--- config.mk ---
export PLATFORM = sky130hd
export DESIGN_NAME = parking_lane_arbiter
export DESIGN_NICKNAME = d
export VERILOG_FILES = /design/src/rtl/parking_lane_arbiter.sv
export SDC_FILE = /design/constraint.sdc
export NUM_CORES = 1
export LEC_CHECK = 0
export ABC_AREA = 0
export CORE_UTILIZATION = 42
export CTS_CLUSTER_SIZE = 14
export DETAILED_ROUTE_END_ITERATION = 6
export PLACE_DENSITY_LB_ADDON = 0.12
export REMOVE_ABC_BUFFERS = 1
export SETUP_SLACK_MARGIN = 0.2
export SLEW_MARGIN = 25
export SYNTH_ARGS = -nofsm -noshare
export SYNTH_HDL_FRONTEND = slang
export SYNTH_SLANG_ARGS = --single-unit
--- constraint.sdc ---
create_clock -name clk -period 2.2 [get_ports clk]
set_input_delay 0.44 -clock clk [delete_from_list [all_inputs] [get_ports clk]]
set_output_delay 0.44 -clock clk [all_outputs]
set_load 0.03 [all_outputs]
--- src/rtl/parking_lane_arbiter.sv ---
`default_nettype none
// ============================================================================
//  Module   : parking_lane_arbiter
//  Purpose  : Shares one parking gate controller (PIN check + gate) between
//             two entry lanes. Grants lanes round-robin, forwards the granted
//             lane's arrival and PIN code, sequences open/pass/close and
//             keeps the lot occupancy count.
//  Revision : 1.0 - initial release
// ----------------------------------------------------------------------------
//  Ports
//    clk                 in   system clock, rising edge
//    rst                 in   synchronous active-high reset
//    lane_req[1:0]       in   bit i = vehicle waiting at lane i (level)
//    lane_code0/1[15:0]  in   PIN typed at lane 0 / lane 1
//    lane_passed[1:0]    in   bit i = vehicle cleared gate of lane i (pulse)
//    exit_event          in   vehicle left through the exit (pulse)
//    ctl_open_gate       in   controller: gate opened
//    ctl_wrong_ping      in   controller: wrong code
//    ctl_close_gate      in   controller: gate closed
//    ctl_blocked_gate    in   controller: blocked after repeated bad codes
//    ctl_vehicle_arrival out  arrival forwarded to the controller
//    ctl_code[15:0]      out  code of the granted lane
//    ctl_vehicle_left    out  1-cycle pulse: granted vehicle passed
//    grant[1:0]          out  one-hot lane grant, 0 when idle
//    lot_full            out  occupancy == CAPACITY
//    occupancy           out  vehicles currently inside
//    blocked             out  arbiter parked in BLOCKED
//    timeout_err         out  1-cycle pulse on SERVE timeout
//  All outputs are registered.
// ============================================================================
module parking_lane_arbiter #(
  parameter int CAPACITY = 8,
  parameter int CNT_W    = 4,
  parameter int TIMEOUT  = 32
) (
  input  logic             clk,
  input  logic             rst,
  input  logic [1:0]       lane_req,
  input  logic [15:0]      lane_code0,
  input  logic [15:0]      lane_code1,
  input  logic [1:0]       lane_passed,
  input  logic             exit_event,
  input  logic             ctl_open_gate,
  input  logic             ctl_wrong_ping,
  input  logic             ctl_close_gate,
  input  logic             ctl_blocked_gate,
  output logic             ctl_vehicle_arrival,
  output logic [15:0]      ctl_code,
  output logic             ctl_vehicle_left,
  output logic [1:0]       grant,
  output logic             lot_full,
  output logic [CNT_W-1:0] occupancy,
  output logic             blocked,
  output logic             timeout_err
);

  // Timer only ever holds 0..TIMEOUT-1; +1 keeps the width sane for TIMEOUT=1.
  localparam int TMR_W = $clog2(TIMEOUT + 1);

  localparam logic [2:0] c_st_idle    = 3'd0;
  localparam logic [2:0] c_st_serve   = 3'd1;
  localparam logic [2:0] c_st_blocked = 3'd2;
  localparam logic [2:0] c_st_pass    = 3'd3;
  localparam logic [2:0] c_st_close   = 3'd4;

  localparam logic [CNT_W-1:0] c_capacity = CNT_W'(CAPACITY);
  localparam logic [TMR_W-1:0] c_tmr_last = TMR_W'(TIMEOUT - 1);

  // --------------------------------------------------------------------------
  // State and registered datapath
  // --------------------------------------------------------------------------
  logic [2:0]       r_state;
  logic [2:0]       w_state_next;
  logic             r_ptr;            // lane favoured on a simultaneous request
  logic             w_ptr_next;
  logic [TMR_W-1:0] r_timer;
  logic [TMR_W-1:0] w_timer_next;
  logic [1:0]       r_grant;
  logic [1:0]       w_grant_next;
  logic             r_arrival;
  logic             w_arrival_next;
  logic [15:0]      r_code;
  logic [15:0]      w_code_next;
  logic             r_left;
  logic             w_left_next;
  logic [CNT_W-1:0] r_occ;
  logic [CNT_W-1:0] w_occ_next;
  logic             r_full;
  logic             w_full_next;
  logic             r_blocked;
  logic             w_blocked_next;
  logic             r_tmo;
  logic             w_tmo_next;

  logic [1:0]       w_pick;           // lane the arbiter would grant from IDLE
  logic             w_lane;           // index of the currently granted lane
  logic             w_lane_next;      // index of the lane granted next cycle
  logic             w_timeout;        // SERVE gave up waiting this cycle
  logic             w_exit_ok;        // exit that may actually decrement

  assign w_lane = r_grant[1];

  // Round-robin pick: a lone requester always wins; on a tie the pointer
  // decides.
  always_comb begin
    w_pick = 2'b00;
    if (lane_req == 2'b11) begin
      w_pick = r_ptr ? 2'b10 : 2'b01;
    end else begin
      w_pick = lane_req;
    end
  end

  // A response from the controller (or a wrong PIN, which restarts the
  // timer) pre-empts the timeout in the same cycle.
  assign w_timeout = (r_state == c_st_serve) && !ctl_open_gate &&
                     !ctl_blocked_gate && !ctl_wrong_ping &&
                     (r_timer == c_tmr_last);

  // --------------------------------------------------------------------------
  // FSM: state register
  // --------------------------------------------------------------------------
  always_ff @(posedge clk) begin
    if (rst) begin
      r_state <= c_st_idle;
    end else begin
      r_state <= w_state_next;
    end
  end

  // --------------------------------------------------------------------------
  // FSM: next-state logic
  // --------------------------------------------------------------------------
  always_comb begin
    w_state_next = r_state;
    case (r_state)
      c_st_idle: begin
        if (!r_full && (lane_req != 2'b00)) begin
          w_state_next = c_st_serve;
        end
      end
      c_st_serve: begin
        // open_gate wins over blocked_gate in the same cycle
        if (ctl_open_gate) begin
          w_state_next = c_st_pass;
        end else if (ctl_blocked_gate) begin
          w_state_next = c_st_blocked;
        end else if (w_timeout) begin
          w_state_next = c_st_idle;
        end
      end
      c_st_blocked: begin
        if (ctl_open_gate) begin
          w_state_next = c_st_pass;
        end
      end
      c_st_pass: begin
        if (lane_passed[w_lane]) begin
          w_state_next = c_st_close;
        end
      end
      c_st_close: begin
        if (ctl_close_gate) begin
          w_state_next = c_st_idle;
        end
      end
      default: begin
        w_state_next = c_st_idle;
      end
    endcase
  end

  // --------------------------------------------------------------------------
  // FSM: output logic (next values of the registered outputs)
  // --------------------------------------------------------------------------
  always_comb begin
    w_grant_next = r_grant;
    w_ptr_next   = r_ptr;
    w_timer_next = r_timer;
    w_lane_next  = w_lane;

    case (r_state)
      c_st_idle: begin
        w_timer_next = '0;
        if (w_state_next == c_st_serve) begin
          w_grant_next = w_pick;
          // pointer moves to the lane that was not granted
          w_ptr_next   = w_pick[0];
          w_lane_next  = w_pick[1];
        end else begin
          w_grant_next = 2'b00;
        end
      end
      c_st_serve: begin
        if (ctl_wrong_ping || w_timeout) begin
          w_timer_next = '0;
        end else begin
          w_timer_next = r_timer + 1'b1;
        end
      end
      c_st_blocked: begin
        // timer frozen while the controller has the lane blocked
        w_timer_next = r_timer;
      end
      default: begin
        w_timer_next = '0;
      end
    endcase

    if ((r_state != c_st_idle) && (w_state_next == c_st_idle)) begin
      w_grant_next = 2'b00;
    end

    w_arrival_next = (w_state_next == c_st_serve) ||
                     (w_state_next == c_st_blocked);

    // Code follows the keypad live while the arrival is forwarded.
    if (w_arrival_next) begin
      w_code_next = w_lane_next ? lane_code1 : lane_code0;
    end else begin
      w_code_next = r_code;
    end

    w_left_next    = (r_state == c_st_pass) && lane_passed[w_lane];
    w_blocked_next = (w_state_next == c_st_blocked);
    w_tmo_next     = w_timeout;
  end

  // --------------------------------------------------------------------------
  // Occupancy: the increment lands in the same cycle ctl_vehicle_left pulses.
  // An entry and an exit together cancel; an exit from an empty lot is noise.
  // --------------------------------------------------------------------------
  assign w_exit_ok = exit_event && (r_occ != '0);

  always_comb begin
    w_occ_next = r_occ;
    if (w_left_next && !exit_event) begin
      w_occ_next = r_occ + 1'b1;
    end else if (!w_left_next && w_exit_ok) begin
      w_occ_next = r_occ - 1'b1;
    end
  end

  // lot_full derived from the next count so it tracks occupancy exactly
  assign w_full_next = (w_occ_next == c_capacity);

  // --------------------------------------------------------------------------
  // Registered datapath and outputs
  // --------------------------------------------------------------------------
  always_ff @(posedge clk) begin
    if (rst) begin
      r_ptr     <= 1'b0;
      r_timer   <= '0;
      r_grant   <= 2'b00;
      r_arrival <= 1'b0;
      r_code    <= 16'h0000;
      r_left    <= 1'b0;
      r_occ     <= '0;
      r_full    <= 1'b0;
      r_blocked <= 1'b0;
      r_tmo     <= 1'b0;
    end else begin
      r_ptr     <= w_ptr_next;
      r_timer   <= w_timer_next;
      r_grant   <= w_grant_next;
      r_arrival <= w_arrival_next;
      r_code    <= w_code_next;
      r_left    <= w_left_next;
      r_occ     <= w_occ_next;
      r_full    <= w_full_next;
      r_blocked <= w_blocked_next;
      r_tmo     <= w_tmo_next;
    end
  end

  assign ctl_vehicle_arrival = r_arrival;
  assign ctl_code            = r_code;
  assign ctl_vehicle_left    = r_left;
  assign grant               = r_grant;
  assign lot_full            = r_full;
  assign occupancy           = r_occ;
  assign blocked             = r_blocked;
  assign timeout_err         = r_tmo;

endmodule
`default_nettype wire

# After elaboration in Yosys (flattened, before gate mapping)
# Index checks and enable logic that the tools add are counted.
[op_classes]
addsub = 3
magnitude_cmp = 1
n_eq_ne = 9
mux = 20
n_reduce_logical = 25
[ops]
columns = ["cell", "count"]
rows = [
  ["$mux 3", 7],
  ["$mux 16", 1],
  ["$pmux 3 s5", 1],
  ["$pmux 6 s2", 1],
  ["$logic_and 1x1->1", 10],
  ["$eq 3x2->1 const B", 3],
  ["$mux 4", 2],
  ["$add 6x1->6 const B", 1],
  ["$eq 3x1->1 const B", 2],
  ["$eq 6x5->1 const B", 1],
  ["$logic_not 1->1", 6],
  ["$logic_not 3->1", 2],
  ["$mux 2", 3],
  ["$mux 6", 1],
  ["$add 4x1->4 const B", 1],
  ["$eq 4x4->1 const B", 1],
  ["$mux 1", 4],
  ["$reduce_bool 4->1", 1],
  ["$sub 4x1->4 const B", 1],
  ["$eq 3x3->1 const B", 1],
  ["$reduce_bool 3->1", 1],
  ["$eq 2x2->1 const B", 1],
  ["$logic_or 1x1->1", 2],
  ["$lt 1x2->1 const B", 1],
  ["3 further kinds", 3],
]
[totals]
ff_bits = 37
input_bits = 43
output_inout_bits = 27
wordCells = 69

# Logic depth before layout (Yosys ltp)
[depth]
ltp_word = 13
depth_mapped = 8
depth_no_buf = 6

# Least setup slack after synthesis
# Ideal clock, no wire load.
[synth_timing]
kind = "reg-to-reg"
from = "register r_timer[0]"
to = "register r_code[0] (netlist: ctl_code[0])"
setup_time_ns = 0.121
arrival_ns = 2.243
required_time_ns = 2.079
path_slack_ns = -0.165
stages_incl_launch_ff = 8
n_path_buf = 1
period_less_slack_ns = 2.365
path_cell_list = "dfxtp_1 ha_1 nand3_2 or4_4 a211oi_4 xor2_4 buf_12 mux2_4"
[synth_between]
elab_chain_cells = 10
elab_cells_between_ends = 12
classes_between = "3 x eq/ne; 7 x mux; 2 x reduce/logical"
[synth_rtl]
columns = ["item", "line", "rtl"]
rows = [
  ["start, declared", "76", "logic [TMR_W-1:0] r_timer;"],
  ["start signal, assigned", "264", "r_timer <= w_timer_next;"],
  ["$eq 6x5->1 *", "118", "(r_timer == c_tmr_last);"],
  ["$logic_and 1x1->1 *", "117", "!ctl_blocked_gate && !ctl_wrong_ping &&"],
  ["$mux 3 *", "148", "end else if (w_timeout) begin"],
  ["$mux 3 *", "146", "end else if (ctl_blocked_gate) begin"],
  ["$mux 3 *", "144", "if (ctl_open_gate) begin"],
  ["$pmux 3 s5 *", "136", "case (r_state)"],
  ["$eq 3x1->1", "185, 214", ""],
  ["$mux 1", "185", "if (w_state_next == c_st_serve) begin"],
  ["$mux 1", "182", "case (r_state)"],
  ["$mux 16", "219", "w_code_next = w_lane_next ? lane_code1 : lane_code0;"],
  ["end signal, assigned", "267", "r_code <= w_code_next;"],
  ["end, declared", "82", "logic [15:0] r_code;"],
]
# Every way passes the cells marked *; elsewhere a longest branch is shown, timed or not.
# A chain may end at the register's enable or synchronous reset.

# Worst setup path after layout
[layout_timing]
from = "register r_timer[0]"
to = "register r_code[12] (netlist: ctl_code[12])"
# The elaborated chain is that of the path after synthesis.

==> summary.md <==
| Metric | Value |
|---|---|
| Outcome | `complete, but fails checks` |
| Failing checks | `negative setup slack` |
| Ant diodes | `0` |
| Final period util | `103.9%` |
| Worst-case reg-to-reg path depth | `7` |
| DRT antenna net count | `0` |
| HPWL after DPL | `3747 um` |
| All-layer global routing usage | `21.37%` |
| Max-slew violations | `0` |
| Initial Util | `44.70%` |
| Type of the worst setup path | `reg -> reg` |
| Leak pwr | `1.314 nW` |
| Ports | `70` |
| Slack of the critical path | `-0.08559 ns` |
| Min-delay worst type | `reg -> reg` |
| Final wirelength | `5441 um` |
| Worst Path Max Fanout | `8` |
| CTS root buf | `clkbuf_8` |
| Tot Pwr | `3.468 mW` |
| R2R setup slack | `-0.09 ns` |
| Final min period | `2.286 ns` |
| Top FF cell, synth | `dfxtp_1` |
| Most common cell after layout, fill and taps aside | `clkdlybuf4s50_1` |
| Combinational power share | `55.7%` |
| Die area | `5451 um^2` |
| Worst hold endpoint | `grant[0]` |
| CTS Hold Bufs | `0` |
| Switching Fraction | `35.88%` |
| Avg WL per Cell | `13.40 um` |
| CTS max path bufs | `2` |
| Fin. Hold Viols | `0` |
| Post-route core utilization | `68.08%` |
| Global-route wire length before repair | `8997 um` |
| Maximum Capacitance Violations | `0` |
| Clk pwr share | `17.4%` |
| DR vias | `2,125` |
| Hold depth | `2` |
| Sequential Area | `743.2 um^2` |
| Vias/cell | `5.234` |
| Final setup fails | `17` |
| Critical R2R Capture | `ctl_code[12]` |
| PortBufs | `69` |
| Top delay family on crit path | `simple AND/OR/NAND/NOR gates` |
| Nets | `384` |
| Seq/Total Area, Yosys | `34.18%` |
| Transition time of the tightest slew-check pin | `0.8206 ns` |
| Internal power | `2.224 mW` |
| Die Wd | `73.83 um` |
| Number of global-route vias before repair | `1,959` |
| Clock sink total | `37` |
| RSZ-0062 raised after global routing | `yes` |
| WHS | `0.4699 ns` |
| FMAX | `437.5 MHz` |
| Chip height | `73.83 um` |
| Post-synth EDFFs | `0` |
| PwrDens | `1051 nW/um^2` |
| Worst-path cell chain | `ha_4, nand3_4, or4_4, a211oi_4, xor2_4, clkbuf_16, mux2_4` |
| Clk slew on worst S/H paths | `0.07 ns` |
| Flop pwr share | `26.9%` |
| Number of detailed-route iterations in the first pass | `4` |
| Slowest-stage cell, CP | `or4_4` |
| CP required | `2.38 ns` |
| Multi-input gate area | `1364 um^2` |
| 1st-iter DRT viols | `87` |
| Largest net degree at the start of global routing | `46` |
| Synth async-reset ratio | `0%` |
| Arrival time worst endpoint | `2.46 ns` |
| Psw | `1.245 mW` |
| Synth top area share | `34.18%` |
| Hold Startpoint | `grant[0]` |
| Gpl congestion | `0.7894` |
| Maximum VDD drop | `0.0008136 V` |
| Number of synthesized register bits | `37` |
| Startpoint types | `flop` |
| Synth area leader | `dfxtp_1` |
| Worst path buffer plus inverter count | `1` |
| Total gr overflow | `0` |
| Htree depth | `2` |
| Worst setup path start | `r_timer[0]` |
| Dpl ws | `-0.4681 ns` |
| Synth cell types | `56` |
| Area of the mapped netlist | `2167 um^2` |
| DRC | `0` |
| Core area | `4848 um^2` |
| CP Capture Type | `flop` |
| Syn. warnings | `0` |
| Cells after synthesis | `244` |
| Num CTS Buffers | `5` |
| Slew margin rel. | `45.29%` |
| CTS tree | `done` |
| Site Rows | `25` |
| Synth top area cells | `dfxtp_1 34%, a21oi_1 6.2%, mux2_4 6.2%` |
| Clk_lat worst skew | `0.28 ns` |
| Initial antenna violation count | `0` |
| CP max stage delay | `0.51 ns` |
| Most used cells in the layout excluding fill and tap cells | `65 x clkdlybuf4s50_1, 35 x dfxtp_1, 31 x buf_4` |
| Fill cells | `420` |
| Area growth syn-to-layout | `52.31%` |
| Clock Skew | `0.001825 ns` |
| Worst reg2reg path startpoint | `r_timer[0]` |
| Syn Area/Cell | `8.881 um^2` |
| Layout cell share with drive strength beyond 1 | `23.89%` |
==> state kept, by name (all words and copies together) (netlist names) <==
name	cells
ctl_vehicle_left	1
ctl_vehicle_arrival	1
grant	2
timeout_err	1
r_ptr	1
r_state	3
ctl_code	16
occupancy	4
blocked	1
lot_full	1
r_timer	6
==> worst min-delay path: stages, from the launching register on <==
cell and delay [ns]:
dfxtp_1 0.32, nand2_1 0.06, a21oi_1 0.05
==> kinds of logic after synthesis <==
family          share of synthesized area [%]
compound gates                          20.27
simple gates                            24.88
fa+ha+maj                               1.732
flops                                   34.18
buf+inv                                 5.946
mux                                     11.32
xor+xnor                                1.675
==> stage by stage <==
stage               cells  area (um^2)  TNS, ns
floorplan             228         2057   -3.914
global placement      392         3049   -6.909
detailed placement    392         3058   -7.502
CTS                   403         3249   -1.582
global route          406         3301   -2.096
finish                406         3301   -1.200
==> area by class of cell <==
cell class	instances	area share [%]
Inverter	5	0.5686
Sequential cell	37	22.52
Tap cell	67	2.540
Timing Repair Buffer	103	29.53
Clock inverter	1	0.9098
Clock buffer	7	2.616
Multi-Input combinational cell	186	41.32
==> per-layer routing <==
metal	vias up	track usage (%)	share of wire [%]
li1	1072	-	-
met1	996	27.70	47
met2	48	35.17	47
met3	9	4.527	4.7
met4	0	7.051	1.4
met5	-	0	0
==> power groups by stage <==
stage	clock network [mW]	logic, mW	registers (mW)
floorplan	0	0.745	1.25
CTS	0.622	1.91	0.933
finish	0.604	1.93	0.931
detailed placement	0	1.75	0.944
global placement	0	1.73	0.943
global route	0.649	2.06	0.952
==> how the worst max path moves through the flow <==
stage / end / cells past startpoint
finish: ctl_code[12] / 7
global route: ctl_code[8] / 7
CTS: ctl_code[4] / 7
detailed placement: ctl_code[7] / 6
global placement: ctl_code[3] / 6
floorplan: ctl_code[1] / 6
==> synth_stat cells, drive strengths merged, types with 2 or more instances <==
library cell	number
dfxtp	37
a21oi	28
o21ai	23
nand3	20
nor2b	19
mux2	17
nor2	17
buf	9
clkbuf	6
inv	5
nand2	5
nand2b	5
nor3	5
a211oi	4
or3	4
ha	3
nand3b	3
nor4b	3
a21o	2
a31oi	2
a41o	2
and3	2
mux2i	2
nor4	2
or4	2
or4b	2
==> what timing repair did <==
item                       4_1_cts  5_1_grt
cloned                           1        0
setup endpoints to repair       19       21
resized for setup               11        8
setup buffers                    2        3
pin swaps                        0        0
(Power assumes the default switching activity.)
